$ cat config.mk
export PLATFORM = sky130hd
export DESIGN_NAME = hazard_forward_ctrl
export DESIGN_NICKNAME = d
export VERILOG_FILES = /design/src/rtl/hazard_forward_ctrl_pkg.sv /design/src/rtl/hazard_forward_ctrl_shadow_stage.sv /design/src/rtl/hazard_forward_ctrl.sv
export SDC_FILE = /design/constraint.sdc
export NUM_CORES = 1
export LEC_CHECK = 0
export BUFFER_PORTS_ARGS = -buffer_cell sky130_fd_sc_hd__buf_2
export CAP_MARGIN = 10
export CORE_MARGIN = 3
export CORE_UTILIZATION = 40
export CTS_CLUSTER_DIAMETER = 30
export DETAILED_ROUTE_END_ITERATION = 10
export PLACE_DENSITY = 0.76
export SYNTH_ARGS = -nofsm -noshare
export SYNTH_HDL_FRONTEND = slang
export SYNTH_SLANG_ARGS = --single-unit
$ cat constraint.sdc
create_clock -name clk -period 2.7 [get_ports clk]
set_input_delay 0.54 -clock clk [delete_from_list [all_inputs] [get_ports clk]]
set_output_delay 0.54 -clock clk [all_outputs]
set_load 0.01 [all_outputs]
$ cat src/rtl/hazard_forward_ctrl_pkg.sv
// Shared types for the hazard/forwarding controller: forward-select codes, shadow entry, match helper.
// Purely declarative; no timing or flow-control behaviour of its own.
package hazard_pkg;

  localparam logic [1:0] FWD_RF = 2'b00;
  localparam logic [1:0] FWD_W  = 2'b01;
  localparam logic [1:0] FWD_M  = 2'b10;

  // Shadow rd is stored at a fixed width so the struct stays unparameterised; REG_AW must not exceed it.
  localparam int RD_W = 8;

  typedef struct packed {
    logic            valid;
    logic [RD_W-1:0] rd;
    logic            regwrite;
    logic            memread;
  } shadow_entry_t;

  localparam shadow_entry_t SHADOW_BUBBLE = '0;

  function automatic logic dst_match(input logic [RD_W-1:0] src, input shadow_entry_t ent);
    return ent.valid & ent.regwrite & (src != '0) & (src == ent.rd);
  endfunction

endpackage

$ cat src/rtl/hazard_forward_ctrl_shadow_stage.sv
// One shadow pipeline entry: reset clears, hold freezes, bubble inserts an empty entry, otherwise loads d.
// One cycle from d to q; hold has priority over bubble.
module hazard_shadow_stage
  import hazard_pkg::*;
(
  input  logic          clk,
  input  logic          rst,
  input  logic          hold,
  input  logic          bubble,
  input  shadow_entry_t d,
  output shadow_entry_t q
);

  always_ff @(posedge clk) begin
    if (rst) begin
      q <= SHADOW_BUBBLE;
    end else if (!hold) begin
      q <= bubble ? SHADOW_BUBBLE : d;
    end
  end

endmodule

$ cat src/rtl/hazard_forward_ctrl.sv
// Hazard/forwarding controller for the 5-stage RV32 pipeline; outputs combinational from shadow E/M/W + D/E inputs.
// Optional perf counters under HAZARD_PERF_EN; ext_stall_i freezes the shadow and suppresses the E bubble.
module hazard_forward_ctrl
  import hazard_pkg::*;
#(
  parameter int REG_AW = 5,
  parameter int NRS    = 2
) (
  input  logic                  clk,
  input  logic                  rst,
  input  logic [REG_AW-1:0]     rd_d_i,
  input  logic                  regwrite_d_i,
  input  logic                  memread_d_i,
  input  logic [NRS*REG_AW-1:0] rs_d_i,
  input  logic [NRS-1:0]        rs_use_d_i,
  input  logic                  branch_d_i,
  input  logic [NRS*REG_AW-1:0] rs_e_i,
  input  logic                  flush_e_i,
  input  logic                  ext_stall_i,
  output logic [NRS*2-1:0]      fwd_e_o,
  output logic [NRS-1:0]        fwd_d_o,
  output logic                  stall_f_o,
  output logic                  stall_d_o,
  output logic                  flush_e_o
`ifdef HAZARD_PERF_EN
  ,
  output logic [31:0]           stall_cnt_o,
  output logic [31:0]           bubble_cnt_o
`endif
);

  shadow_entry_t d_ent;
  shadow_entry_t e_q;
  shadow_entry_t m_q;
  shadow_entry_t w_q;
  logic [NRS-1:0] haz_port;
  logic           hazard;
  logic           e_bubble;

  always_comb begin
    d_ent          = SHADOW_BUBBLE;
    d_ent.valid    = 1'b1;
    d_ent.rd       = RD_W'(rd_d_i);
    d_ent.regwrite = regwrite_d_i;
    d_ent.memread  = memread_d_i;
  end

  assign e_bubble = hazard | flush_e_i;

  hazard_shadow_stage u_shadow_e (
    .clk(clk), .rst(rst), .hold(ext_stall_i), .bubble(e_bubble), .d(d_ent), .q(e_q)
  );
  hazard_shadow_stage u_shadow_m (
    .clk(clk), .rst(rst), .hold(ext_stall_i), .bubble(1'b0), .d(e_q), .q(m_q)
  );
  hazard_shadow_stage u_shadow_w (
    .clk(clk), .rst(rst), .hold(ext_stall_i), .bubble(1'b0), .d(m_q), .q(w_q)
  );

  for (genvar k = 0; k < NRS; k++) begin : g_port
    logic [RD_W-1:0] rs_d;
    logic [RD_W-1:0] rs_e;
    logic            e_from_m;
    logic            e_from_w;
    logic            d_match_e;
    logic            d_match_m;

    assign rs_d = RD_W'(rs_d_i[k*REG_AW +: REG_AW]);
    assign rs_e = RD_W'(rs_e_i[k*REG_AW +: REG_AW]);

    // A load in M has no data yet, so it can never be the M-stage forward source.
    assign e_from_m  = dst_match(rs_e, m_q) & ~m_q.memread;
    assign e_from_w  = dst_match(rs_e, w_q);
    assign d_match_e = dst_match(rs_d, e_q);
    assign d_match_m = dst_match(rs_d, m_q);

    assign fwd_e_o[2*k +: 2] = e_from_m ? FWD_M : (e_from_w ? FWD_W : FWD_RF);
    assign fwd_d_o[k]        = d_match_m & ~m_q.memread;

    assign haz_port[k] = rs_use_d_i[k] &
                         ((e_q.memread & d_match_e) |
                          (branch_d_i & d_match_e) |
                          (branch_d_i & m_q.memread & d_match_m));

    a_no_load_fwd_m : assert property (@(posedge clk) disable iff (rst)
      !(m_q.memread && (fwd_e_o[2*k +: 2] == FWD_M)));
  end

  assign hazard    = |haz_port;
  assign stall_f_o = hazard;
  assign stall_d_o = hazard;
  assign flush_e_o = hazard & ~ext_stall_i;

`ifdef HAZARD_PERF_EN
  always_ff @(posedge clk) begin
    if (rst) begin
      stall_cnt_o  <= '0;
      bubble_cnt_o <= '0;
    end else begin
      if (hazard) begin
        stall_cnt_o <= stall_cnt_o + 32'd1;
      end
      if (e_bubble && !ext_stall_i) begin
        bubble_cnt_o <= bubble_cnt_o + 32'd1;
      end
    end
  end
`endif

endmodule

# After elaboration in Yosys (flattened, before gate mapping)
# Index checks and enable logic that the tools add are counted.
# classes
bitwise_logic	40
addsub	0
mul	0
n_mux	5
div	0
n_eq_ne	8
magnitude_cmp	0
n_reduce_logical	5
shift	0
# ops
op	count
5-bit by 8-bit == test with 1-bit output	8
1-bit bitwise AND	33
8-bit nonzero test	4
11-bit 2-to-1 mux	1
1-bit OR	5
2-bit 2-to-1 mux	2
1-bit 2-to-1 mux	2
1-bit inverter	2
2-bit OR reduction	1
# word_totals
wordCells	69
ram_bits	0
n_memories	0
latchBits	0
rom_bits	0
ff_bits	32

# Logic depth before layout (Yosys ltp)
# logic_depth
word_depth	10
ltp_mapped	7
depth_no_buf	6

# Modules after synthesis
# A second synthesis with hierarchy kept.
# hier_totals
cells_unflattened	241
hier_area_um2	2187.1
# modules_own_cells
module	cells_each	n_inst	area_each_um2
hazard_shadow_stage	49	3	501.7
hazard_forward_ctrl	94	1	681.9

# Worst setup path after synthesis
# OpenSTA, ideal clock, no wires.
# synth_timing
kind	input to output
from	input port rs_d_i[7]
to	output port flush_e_o
path_slack_ps	292
arrival_ps	1868
required_time_ps	2160
path_stages	6
cell_sequence	xor2_1 nor4_2 nand3_1 or3_4 o211ai_1 nor2b_1
# synth_via
elab_chain_len	9
elab_cells_between_ends	15
# synth_rtl
element	line_no	rtl
start: declaration	hazard_forward_ctrl.sv:14	input logic [NRS*REG_AW-1:0] rs_d_i,
8-bit nonzero test	hazard_forward_ctrl_pkg.sv:22	return ent.valid & ent.regwrite & (src != '0) & (src == ent.rd);
1-bit bitwise AND (2 in series)	hazard_forward_ctrl_pkg.sv:22	
1-bit bitwise AND (on tied branches)	hazard_forward_ctrl.sv:81, hazard_forward_ctrl.sv:82	
1-bit OR	hazard_forward_ctrl.sv:81	((e_q.memread & d_match_e) |
1-bit OR *	hazard_forward_ctrl.sv:82	(branch_d_i & d_match_e) |
1-bit bitwise AND *	hazard_forward_ctrl.sv:80	assign haz_port[k] = rs_use_d_i[k] &
2-bit OR reduction *	hazard_forward_ctrl.sv:89	assign hazard = |haz_port;
named net stall_d_o	hazard_forward_ctrl.sv:23	output logic stall_d_o,
1-bit bitwise AND *	hazard_forward_ctrl.sv:92	assign flush_e_o = hazard & ~ext_stall_i;
end: declaration	hazard_forward_ctrl.sv:24	output logic flush_e_o
# The timed path passes the listed nets; every way through them passes the cells marked *.

# Worst setup path in the final report
# layout_timing
from	input port rs_d_i[4]
to	output port flush_e_o
# layout_via
elab_chain_len	9
elab_cells_between_ends	15
# layout_rtl
element	line_no
8-bit nonzero test	hazard_forward_ctrl_pkg.sv:22
1-bit bitwise AND (2 in series)	hazard_forward_ctrl_pkg.sv:22
1-bit bitwise AND (on tied branches)	hazard_forward_ctrl.sv:81, hazard_forward_ctrl.sv:82
1-bit OR	hazard_forward_ctrl.sv:81
1-bit OR *	hazard_forward_ctrl.sv:82
1-bit bitwise AND *	hazard_forward_ctrl.sv:80
2-bit OR reduction *	hazard_forward_ctrl.sv:89
1-bit bitwise AND *	hazard_forward_ctrl.sv:92
# Every way passes the cells marked *; elsewhere a longest branch is shown, timed or not.

==> impl_metrics.env <==
export IMPL_run_status="completed"
export IMPL_core_um2=3440
export IMPL_numCtsBuffers=3
export IMPL_timing_max_transition_violations_final=0
export IMPL_num_io_pins=43
export IMPL_fin_crit_ns=2.60
export IMPL_post_route_cell_area_um2=1710
export IMPL_number_of_unique_standard_cell_types_used_by_synthesis=27
export IMPL_place_area_um2=1640
export IMPL_area_growth_pct=15.2
export IMPL_floorplan_rows=21
export IMPL_detailedPlacementHpwl_mm=2.76
export IMPL_port_buffers=42
export IMPL_layout_cells_non_filler=240
export IMPL_cp_data_arrival_time_ns=2.06
export IMPL_synth_seq_cells=23
export IMPL_fill_cells=345
export IMPL_maxCapViolations=0
export IMPL_antenna_found_initial=0
export IMPL_path_common_cell="buf_2"
export IMPL_min_delay_path_class="input port to flip-flop"
export IMPL_clock_skews_ns=0.00467
export IMPL_num_antenna_cells=0
export IMPL_globalplace_congestion=0.934
export IMPL_area_used_by_multi_input_combinational_logic_um2=901
export IMPL_route_vias_total=1227
export IMPL_power_per_cell_area_nw_per_um2=397
export IMPL_routed_wirelength_mm=3.42
export IMPL_fmax_ghz=0.385
export IMPL_worst_setup_path_type="input port to output pin"
export IMPL_library_cell_occupying_the_most_area_in_the_post_synthesis_netlist="dfxtp_1"
export IMPL_detail_route_first_pass_iterations=4
export IMPL_final_min_period_over_clock_period_pct=96.2
export IMPL_root_buffer="clkbuf_8"
export IMPL_seqCellArea_um2=469
export IMPL_congestion_overflow_gr=0
export IMPL_crit_slowest_cell="or4_1"
export IMPL_worst_setup_path_end_kind="output pin"
export IMPL_power_leakage_nw=0.717
export IMPL_post_cts_clock_slew_at_the_launch_and_capture_registers_of_the_worst_setup_and_hold_paths_ns=0.08
export IMPL_post_layout_total_power_mw=0.678
export IMPL_maximum_number_of_pins_on_one_net_before_global_route_repair=19
export IMPL_insertion_delay_ns=0.26
export IMPL_max_slew_worst_pin_slew_ns=0.499
export IMPL_synth_top_cells_by_area="dfxtp_1 (31%), xnor2_1 (17%), mux2i_1 (10%)"
export IMPL_cp_required_ns=2.16
export IMPL_final_layout_size_suffix_gt1_share_pct=29.9
export IMPL_start_util_pct=43.0
export IMPL_slew_limit_headroom_pct=66.7
export IMPL_ctsHoldBuffers=0
export IMPL_finalSetupViolCount=0
export IMPL_worstPathCellList="buf_2 > or4_1 > o21ai_1 > o22a_1 > o211ai_1 > nor2b_1 > buf_2"
export IMPL_avgRoutedWirePerCell_um=14.2
export IMPL_clock_tree_buffer_depth=2
export IMPL_synth_largest_type_area_fraction_pct=31.1
export IMPL_grt_pass1_vias=1129
export IMPL_route_detailed_drc=0
export IMPL_dpl_worst_slack_ns=0.0319
export IMPL_final_setup_worst_slack_ns=0.102
export IMPL_r2r_slack_ns=0.88
export IMPL_grt_pass1_wl_mm=5.52
export IMPL_cts_tree="built"
export IMPL_cts_htree_levels=1
export IMPL_floorplan_die_height_um=66.9
export IMPL_post_synth_inst_count=158
export IMPL_ir_worst_vdd_v=0.000282
export IMPL_grt_use_total_pct=16.4
export IMPL_avgSynthCellArea_um2=9.38
export IMPL_cp_slowest_stage_delay_ns=0.55
export IMPL_cp_max_fo=3
export IMPL_fin_nets=229
export IMPL_dp_cells=234
export IMPL_synth_yosys_seq_area_share_pct=31.1
export IMPL_critical_path_startpoint_type="input port"
export IMPL_synth_fp_nets=192
export IMPL_cts_sink_count=23
export IMPL_die_width_um=66.9
export IMPL_fin_util_pct=49.6
export IMPL_dieArea_um2=4470
export IMPL_drt_iter0_markers=60
export IMPL_drt_antenna_violating_nets=0
export IMPL_warnings_synthesis=0
export IMPL_routed_via_density=5.11
export IMPL_syn_area_um2=1480
export IMPL_final_hold_viol_count=0
-- synthesized netlist by cell type, drive strengths merged --
cell and count:
a21o 1, a22o 7, and2b 1, buf 8, clkbuf 4, clkdlybuf4s25 1
dfxtp 23, mux2i 15, nand2 4, nand3 6, nand4 4, nor2 20
nor2b 1, nor3 5, nor4 6, o2111a 1, o211ai 2, o21ai 2
o22a 1, or2 1, or3 1, or4 4, xnor2 28, xor2 12
-- what timing repair did --
action	CTS	global route
gates resized for setup	0	7
endpoints found under the setup margin	0	3
setup buffers	0	2
-- final timing paths --
check	from	cells past startpoint	endpoint
worst max register to register	u_shadow_m.q[5]	6	u_shadow_e.q[2]
worst min-delay path	rd_d_i[2]	2	u_shadow_e.q[4]
worst min register to register	u_shadow_e.q[10]	1	u_shadow_e.q[10]
worst max-delay path	rs_d_i[4]	7	flush_e_o
-- registers in the layout, indices dropped and copies added (netlist names) --
signal and cells:
u_shadow_e.q 8, u_shadow_m.q 8, u_shadow_w.q 7
-- layout by cell type, fill, tap and decap left out, types with 3 or more instances in the layout --
master | netlist | final
a22o_1 | 7 | 7
buf_2 | 0 | 42
buf_4 | 4 | 3
clkbuf_8 | 2 | 3
dfxtp_1 | 23 | 20
mux2i_1 | 15 | 15
nand2_1 | 4 | 4
nand3_1 | 6 | 6
nand4_1 | 4 | 4
nor2_1 | 20 | 20
nor3_1 | 5 | 5
nor4_1 | 5 | 5
or4_1 | 4 | 4
xnor2_1 | 28 | 28
xor2_1 | 12 | 12
-- critical path, delay by kind of cell --
family	cells	cell delay, ns
AO/OA/AOI/OAI	3	0.53
buffers and inverters	2	0.27
AND/OR/NAND/NOR	2	0.71
-- cells by family after synthesis --
group / synth area share (%)
AND/OR/NAND/NOR: 18.7
XOR/XNOR: 23.6
flip-flops: 31.1
multiplexers: 10.1
AO/OA/AOI/OAI: 8.36
buffers and inverters: 8.11
-- per-stage QoR --
stage,setup TNS (ns),hold WS (ns)
3_5_place_dp,0,0.483
2_1_floorplan,0,0.457
6_report,0,0.485
3_3_place_gp,0,0.478
5_1_grt,-0.000480,0.485
4_1_cts,0,0.482
-- report_power, final --
group	internal [mW]	total, mW	leakage, nW	switching, mW
registers	0.346	0.358	0.189	0.0119
logic	0.0574	0.110	0.503	0.0525
clock network	0.103	0.210	0.0255	0.107
total	0.507	0.678	0.717	0.172
-- metal layers --
metal / GRT usage [%] / part of all wire [%] / vias up
met4: 3.80 / 0.91 / 0
li1: - / - / 622
met2: 25.5 / 45 / 40
met5: 0 / 0 / -
met3: 3.20 / 6.6 / 4
met1: 23.2 / 47 / 561
-- area by class of cell --
cell class              count  area share [%]
clock inverters             1           0.293
repair buffers             45            13.6
well taps                  46            3.37
multi-input cells         122            52.8
clock buffers               3            2.42
flip-flops and latches     23            27.5
Note: power is estimated with default switching activity, not from simulation.
